==> src/rtl/spi_pkg.sv <==
// Shared definitions for the SPI master: FSM state encoding and default sizing.
package spi_pkg;

  typedef enum logic [1:0] {
    ST_IDLE  = 2'd0,
    ST_SHIFT = 2'd1,
    ST_GUARD = 2'd2
  } spi_state_e;

  localparam int DEF_DATA_W  = 8;
  localparam int DEF_CLK_DIV = 4;
  localparam int DEF_GUARD   = 2;

endpackage

==> src/rtl/spi_clk_gen.sv <==
// SCLK generator: divides clk by 2*CLK_DIV while enabled and flags each SCLK edge.
module spi_clk_gen
  import spi_pkg::*;
#(
  parameter int CLK_DIV = DEF_CLK_DIV
) (
  input  logic clk,
  input  logic rst_n,
  input  logic en,
  output logic sclk,
  output logic rise_pulse,
  output logic fall_pulse
);

  localparam int DIV_W = $clog2(CLK_DIV);
  localparam logic [DIV_W-1:0] DIV_LAST = DIV_W'(CLK_DIV - 1);

  logic [DIV_W-1:0] div_cnt;
  logic             wrap;

  assign wrap       = en && (div_cnt == DIV_LAST);
  assign rise_pulse = wrap && !sclk;
  assign fall_pulse = wrap && sclk;

  // Disabled means parked: divider at zero and SCLK low, ready for the next frame.
  always_ff @(posedge clk or negedge rst_n) begin
    if (!rst_n) begin
      div_cnt <= '0;
      sclk    <= 1'b0;
    end else if (!en) begin
      div_cnt <= '0;
      sclk    <= 1'b0;
    end else if (wrap) begin
      div_cnt <= '0;
      sclk    <= ~sclk;
    end else begin
      div_cnt <= div_cnt + 1'b1;
    end
  end

endmodule

==> src/rtl/spi_master.sv <==
// Mode-0, MSB-first single-slave SPI master with a guard gap between frames.
module spi_master
  import spi_pkg::*;
#(
  parameter int DATA_W  = DEF_DATA_W,
  parameter int CLK_DIV = DEF_CLK_DIV,
  parameter int GUARD   = DEF_GUARD
) (
  input  logic              clk,
  input  logic              rst_n,
  input  logic              start_bit,
  input  logic [DATA_W-1:0] input_data,
  input  logic              MISO,
  output logic              MOSI,
  output logic              SS,
  output logic              internal_clk,
  output logic [DATA_W-1:0] rx_data,
  output logic              done,
  output logic              busy
);

  localparam int BIT_W = $clog2(DATA_W);
  localparam int GRD_W = $clog2(GUARD + 1);
  localparam logic [BIT_W-1:0] BIT_LAST = BIT_W'(DATA_W - 1);
  localparam logic [GRD_W-1:0] GRD_LAST = GRD_W'(GUARD - 1);

  spi_state_e        state, state_next;
  logic [DATA_W-1:0] tx_shift;
  logic [DATA_W-1:0] rx_shift;
  logic [DATA_W-1:0] rx_q;
  logic [BIT_W-1:0]  bit_cnt;
  logic [GRD_W-1:0]  grd_cnt;
  logic              mosi_q;
  logic              done_q;
  logic              sclk;
  logic              rise_pulse;
  logic              fall_pulse;
  logic              frame_end;

  spi_clk_gen #(
    .CLK_DIV (CLK_DIV)
  ) u_clk_gen (
    .clk        (clk),
    .rst_n      (rst_n),
    .en         (state == ST_SHIFT),
    .sclk       (sclk),
    .rise_pulse (rise_pulse),
    .fall_pulse (fall_pulse)
  );

  assign frame_end = fall_pulse && (bit_cnt == BIT_LAST);

  always_ff @(posedge clk or negedge rst_n) begin
    if (!rst_n) state <= ST_IDLE;
    else        state <= state_next;
  end

  always_comb begin
    state_next = state;
    case (state)
      ST_IDLE:  if (start_bit)            state_next = ST_SHIFT;
      ST_SHIFT: if (frame_end)            state_next = ST_GUARD;
      ST_GUARD: if (grd_cnt == GRD_LAST)  state_next = ST_IDLE;
      default:                            state_next = ST_IDLE;
    endcase
  end

  // Control and visible outputs; done is a single-cycle strobe by default-clear.
  always_ff @(posedge clk or negedge rst_n) begin
    if (!rst_n) begin
      bit_cnt <= '0;
      grd_cnt <= '0;
      mosi_q  <= 1'b0;
      rx_q    <= '0;
      done_q  <= 1'b0;
    end else begin
      done_q <= 1'b0;
      case (state)
        ST_IDLE: begin
          if (start_bit) begin
            mosi_q  <= input_data[DATA_W-1];
            bit_cnt <= '0;
          end
        end
        ST_SHIFT: begin
          if (frame_end) begin
            mosi_q  <= 1'b0;
            rx_q    <= rx_shift;
            done_q  <= 1'b1;
            grd_cnt <= '0;
          end else if (fall_pulse) begin
            mosi_q  <= tx_shift[DATA_W-2];
            bit_cnt <= bit_cnt + 1'b1;
          end
        end
        ST_GUARD: grd_cnt <= grd_cnt + 1'b1;
        default: ;
      endcase
    end
  end

  // Shift registers carry data only; every frame fully overwrites them.
  always_ff @(posedge clk) begin
    if (state == ST_IDLE && start_bit)
      tx_shift <= input_data;
    else if (state == ST_SHIFT && fall_pulse)
      tx_shift <= {tx_shift[DATA_W-2:0], 1'b0};
    if (state == ST_SHIFT && rise_pulse)
      rx_shift <= {rx_shift[DATA_W-2:0], MISO};
  end

  assign SS           = (state != ST_SHIFT);
  assign busy         = (state != ST_IDLE);
  assign MOSI         = mosi_q;
  assign internal_clk = sclk;
  assign rx_data      = rx_q;
  assign done         = done_q;

endmodule

==> config.mk <==
export PLATFORM = sky130hd
export DESIGN_NAME = spi_master
export DESIGN_NICKNAME = d
export VERILOG_FILES = /design/src/rtl/spi_pkg.sv /design/src/rtl/spi_clk_gen.sv /design/src/rtl/spi_master.sv
export SDC_FILE = /design/constraint.sdc
export NUM_CORES = 1
export LEC_CHECK = 0
export CAP_MARGIN = 20
export CELL_PAD_IN_SITES_DETAIL_PLACEMENT = 1
export CELL_PAD_IN_SITES_GLOBAL_PLACEMENT = 1
export CORE_ASPECT_RATIO = 0.75
export CORE_UTILIZATION = 38
export CTS_CLUSTER_SIZE = 24
export DETAILED_ROUTE_END_ITERATION = 8
export GPL_ROUTABILITY_DRIVEN = 0
export PLACE_DENSITY = 0.84
export SETUP_SLACK_MARGIN = 0.02
export SLEW_MARGIN = 20
export SYNTH_ARGS = -nofsm -noshare
export SYNTH_HDL_FRONTEND = slang
export SYNTH_SLANG_ARGS = --single-unit
==> constraint.sdc <==
create_clock -name clk -period 1.8 [get_ports clk]
set_input_delay 0.45 -clock clk [delete_from_list [all_inputs] [get_ports clk]]
set_output_delay 0.45 -clock clk [all_outputs]
set_load 0.05 [all_outputs]
# Word-level counts from Yosys, hierarchy flattened
# Cells that the tools add are included.
# op_classes
n_eq_ne	13
n_addsub	3
n_bitwise	1
n_mux	22
n_reduce_logical	18
# op_table
cell	count
2-to-1 mux 7 bit	2
2-to-1 mux 2 bit	6
!= test 2 bit (second input constant)	6
2-to-1 mux 3 bit	3
nonzero test 2 bit	4
logical AND 1 bit	7
2-to-1 mux 1 bit	7
one-hot mux 2 bit (3 select lines)	1
one-hot mux 3 bit (2 select lines)	1
AND reduction 3 bit	2
adder 2 x 1 -> 2 bit (second input constant)	2
== test 2 x 1 -> 1 bit (second input constant)	2
== test 2 bit (second input constant)	2
one-hot mux 2 bit (2 select lines)	1
AND reduction 2 bit	2
AND reduction 4 bit	1
adder 3 x 1 -> 3 bit (second input constant)	1
== test 3 bit (second input constant)	1
!= test 3 bit (second input constant)	1
logical NOT 2 bit	1
!= test 2 x 1 -> 1 bit (second input constant)	1
one-hot mux 1 bit (2 select lines)	1
logical NOT 1 bit	1
inverter 1 bit	1
# totals
elab_cells	67
ff_bits	35
out_inout_bits	13

# Longest topological paths before layout
# logic_depth
ltp_word	6
depth_mapped	5

# Hierarchy
# Synthesis repeated with hierarchy kept, for this count alone.
# unflattened
cells_unflattened	90
area_unflattened_um2	1417.6
# by_module_without_submodules
module	seq_area_each_um2	instances	cells_each	area_per_inst_um2
spi_master	875.8	1	79	1282.5
spi_clk_gen	75.1	1	11	135.1

# Worst setup path after synthesis
# Ideal clock, no wire load.
# synth_timing
path_kind	flip-flop to flip-flop
start	register state[1]
end	register rx_shift[0] (enable)
arrival_time_ns	1.458
n_path_buf	1
period_less_slack_ns	1.843
path_stages_with_launch	4
required_time_ns	1.415
setup_ns	0.385
path_slack_ns	-0.043
path_cell_list	dfrtp_1 -> nand2b_1 -> buf_2 -> nor3b_1
# synth_between
elab_chain_cells	4
# synth_lines
element	line_no	rtl
start: declaration	spi_master.sv:27	spi_state_e state, state_next;
start signal: assignment	spi_master.sv:55	else state <= state_next;
== test 2 x 1 -> 1 bit *	spi_master.sv:45, spi_master.sv:108	
logical AND 1 bit	spi_clk_gen.sv:21	assign wrap = en && (div_cnt == DIV_LAST);
logical AND 1 bit	spi_clk_gen.sv:22	assign rise_pulse = wrap && !sclk;
logical AND 1 bit *	spi_master.sv:108	if (state == ST_SHIFT && rise_pulse)
end signal: assignment	spi_master.sv:109	rx_shift <= {rx_shift[DATA_W-2:0], MISO};
end: declaration	spi_master.sv:29	logic [DATA_W-1:0] rx_shift;
# Mark *: on every way between the ends. The rest lies on a longest branch, timed or not.
# A chain may end at the register's enable or synchronous reset.

# Worst setup path in the final report
# layout_timing
start	register bit_cnt[0]
end	register bit_cnt[0]
# layout_between
elab_chain_cells	4
# layout_lines
element	line_no	rtl
start: declaration	spi_master.sv:31	logic [BIT_W-1:0] bit_cnt;
start signal: assignment	spi_master.sv:93	bit_cnt <= bit_cnt + 1'b1;
adder 3 x 1 -> 3 bit or == test 3 bit (tied branches)	spi_master.sv:93, spi_master.sv:51	
2-to-1 mux 3 bit or logical AND 1 bit (tied branches)	spi_master.sv:91, spi_master.sv:51	
2-to-1 mux 3 bit or != test 2 bit (tied branches)	n/a	
one-hot mux 3 bit (2 select lines) or AND reduction 4 bit (tied branches)	n/a	
# Parallel ways exist; a longest one is shown, timed or not. The select of a mux whose other input is x is not followed.

==> results.txt <==
----------------------------------------------------
[CTS]
  Post-cts hold buffer count ... 0
  Clock tree from TritonCTS ... built
  Maximum number of buffers from clock root to sink ... 2
  Clock network latency to the later pin of the worst-skew pair ... 0.29 ns
  Root buffer cell ... sky130_fd_sc_hd__clkbuf_8
  Clock-pin slew on the worst setup and hold paths ... 0.07 ns
  Num Clock Sinks ... 35
  Number of CTS-inserted buffers ... 5
  CTS HTree Levels ... 2

[Finish]
  Layout Nets ... 154
  Post-route design area ... 1967 um2
  Layout cell share with drive strength beyond 1 ... 43.88%
  Diodes inserted ... 0
  Area growth from synthesis to layout ... 33.90%
  Fin cells ... 191

[Logic synthesis]
  Post-Synth Adder-Cell Area ... 3.407%
  Synth Net Count ... 112
  Cell area after synthesis ... 1469 um2
  Share of async-settable or async-resettable flops after synthesis ... 57.14%
  XOR/XNOR Fraction of Synth Area ... 0.5963%
  Number of synthesized flops with an enable pin ... 15
  Top_reg_cell synth ... sky130_fd_sc_hd__dfrtp_1
  Simple logic cell fraction of the synthesized area ... 9.114%
  Seq cells post-synth ... 35
  Number of distinct standard cells referenced by the synthesized netlist ... 30
  Fraction of the mapped netlist area in compound gates ... 5.196%
  Cell count after synthesis ... 96
  Share of the yosys chip area belonging to registers ... 64.74%
  Post-synth top area share ... 34.07%
  Leading cell type by number of instances after synthesis ... sky130_fd_sc_hd__dfrtp_1
  Main combinational cell family by area after synthesis ... multiplexers
  Top cell type by total area after synthesis ... sky130_fd_sc_hd__dfrtp_1
  Warnings from Yosys ... 0
  Mean cell area of the mapped netlist ... 15.30 um2
  List of most frequent post-synthesis cells ... sky130_fd_sc_hd__dfrtp_1 (20), sky130_fd_sc_hd__mux2_2 (17), sky130_fd_sc_hd__edfxtp_1 (15)
  Ranking of synthesized cells by area ... sky130_fd_sc_hd__dfrtp_1 (34%), sky130_fd_sc_hd__edfxtp_1 (31%), sky130_fd_sc_hd__mux2_2 (13%)
  Multiplexer fraction of the synthesized cell area ... 14.74%

[Power and ir drop]
  Switching share of power ... 20.84%
  Cell internal pwr ... 1.123 mW
  Total Power Consumption ... 1.419 mW
  Net Switching ... 0.2956 mW
  Power density over the cells ... 721.3 nW/um2
  Share of total power in combinational logic ... 2.8%
  Leakage power summed over all cells ... 0.8439 nW
  Clock power frac ... 38.9%
  Sequential group share of total power ... 58.3%
  Worst VDD drop ... 0.3643 mV

[Timing]
  Finish-stage setup viols ... 0
  Final Max Slew Viols ... 0
  Period utilization ... 96.39%
  Post-route clock skew ... 0.009137 ns
  Number of endpoints with negative hold slack in the final report ... 0
  Final critical path time including I/O delays and setup ... 1.735 ns
  Pin slew with the least headroom to its limit ... 0.3322 ns
  Unrepaired setup endpoints after global routing ... yes
  Maximum clock frequency ... 576.4 MHz
  Relative slew slack ... 77.86%

[Setup path]
  Launching point of the worst reg2reg path ... bit_cnt[0]
  Sort of element at the end of the critical path ... flip-flop
  Startpoint type of the worst setup path ... flip-flop
  Worst EP arrival ... 1.91 ns
  Largest fanout of any net on the critical path ... 4
  Crit path required time ... 1.98 ns
  Worst Setup Path Type ... reg2reg
  Beginning of the critical path ... bit_cnt[0]

[Placed design]
  Instance area at placement ... 1842 um2
  Number of port buffers ... 24
  HPWL reported at the end of detailed placement ... 2204 um
  Dpl cells ... 179

[Floorplan]
  Die Span Y ... 55.85 um
  Die ar. ... 4121 um2
  Num rows ... 19
  I/O pin count ... 25
  Die boundary width ... 73.79 um
  Area of the core region ... 3685 um2
  Initial core utilization ... 39.86%

[GRT]
  Vias in the first global route ... 1078
  Global-route wire length before repair ... 5257 um
  Number of antenna violations at the first check in global routing ... 0
  GRT Resource Usage Total ... 17.79%
  Grt ovf ... 0
  Pin count of the biggest net entering global routing ... 21

[Routing]
  Vias ... 927
  Avg Vias per Cell ... 4.853
  Router iterations before antenna repair ... 4
  Aggregate routed wire length ... 3105 um
  Post-route antenna net violation count ... 0
  Number of DRC markers after the initial detailed-route iteration ... 24
  Routed wire per std cell ... 16.26 um
  Post-route DRC violation count ... 0

[Job]
  Max-cap viol count ... 0

[Worst hold path]
  Hold path startpoint ... u_clk_gen.div_cnt[0]
  Hold Path Class ... reg2reg

[Run status]
  Run status ... finished, final reports clean

----------------------------------------------------
power by group through the flow:
stage               Clock (mW)  Sequential [mW]  Combinational, mW
floorplan                    0            0.844            0.00254
global placement             0            0.844             0.0391
detailed placement           0            0.844             0.0406
CTS                      0.566            0.827             0.0409
global route             0.608            0.827             0.0430
finish                   0.552            0.828             0.0395
cell families (layout without fill, tap and decap cells):
group                      Yosys count  in the layout
DFF                                 35             35
and+or+nand+nor                     20             20
muxes                               19             19
AOI/OAI and AO/OA                   11             11
buffers and inverters                6             49
adders and majority gates            4              4
xor gates and xnor gates             1              1
state kept, by name, indices dropped and copies added (netlist names):
name and flops:
MOSI 1, bit_cnt 3, done 1, grd_cnt 2, rx_data 8, rx_shift 8, state 2, tx_shift 7
u_clk_gen.div_cnt 2, u_clk_gen.sclk 1
placed cells by master (no fill, tap or decap), types with 3 or more instances in the layout:
cell type,count
sky130_fd_sc_hd__buf_4,24
sky130_fd_sc_hd__dfrtp_1,19
sky130_fd_sc_hd__mux2_2,17
sky130_fd_sc_hd__edfxtp_1,15
sky130_fd_sc_hd__clkdlybuf4s50_1,11
sky130_fd_sc_hd__clkbuf_8,5
sky130_fd_sc_hd__inv_1,3
sky130_fd_sc_hd__nor2_1,3
sky130_fd_sc_hd__a22o_1,3
sky130_fd_sc_hd__o22ai_1,3
sky130_fd_sc_hd__buf_12,3
per-layer routing:
| metal | track usage (%) | vias up | part of all wire (%) |
|---|---|---|---|
| met5 | 0 | - | 0 |
| met4 | 6.319 | 0 | 1.6 |
| met3 | 7.246 | 6 | 3.4 |
| met2 | 28.57 | 10 | 51 |
| met1 | 21.44 | 479 | 44 |
| li1 | - | 432 | - |
cell type report:
type	instances	area, um2
timing repair buffer	38	350.3
inverter	3	11.26
multi-input combinational	55	506.7
fill	370	1718
clock inverter	1	5.005
sequential	35	952.2
tap	52	65.06
clock buffer	7	76.32
critical path, cell delays in order, from the launching register on:
cell	delay [ns]
sky130_fd_sc_hd__dfrtp_1	0.39
sky130_fd_sc_hd__ha_2	0.19
sky130_fd_sc_hd__ha_2	0.17
sky130_fd_sc_hd__and4b_4	0.36
sky130_fd_sc_hd__mux2_2	0.34
sky130_fd_sc_hd__a22o_1	0.18
through the flow:
stage	setup slack [ns]	util [%]	hold WS (ns)	setup TNS, ns
finish	0.06505	53.38	0.4391	0
global placement	-0.003638	49.98	0.4261	-0.01830
CTS	0.008765	52.56	0.4429	0
global route	0.008816	53.38	0.4676	0
detailed placement	-0.06728	49.98	0.4346	-0.3450
floorplan	0.05930	-	0.1544	0
repair_timing:
item,4_1_cts,5_1_grt
buffers inserted,1,3
gates resized for setup,3,2
setup endpoints to repair,4,12
pin swaps,0,2
path summary, 6_finish.rpt:
kind / end / slack [ns] / depth (start not counted)
worst max-delay path: bit_cnt[0] / 0.07 / 5
max in group asynchronous: state[0] / 1.04 / 2
worst min register to register: u_clk_gen.div_cnt[0] / 0.44 / 1
min in group asynchronous: u_clk_gen.div_cnt[1] / 0.52 / 2
worst min-delay path: u_clk_gen.div_cnt[0] / 0.44 / 1
worst max register to register: bit_cnt[0] / 0.07 / 5
No activity file was read; power rests on OpenSTA's default activity.
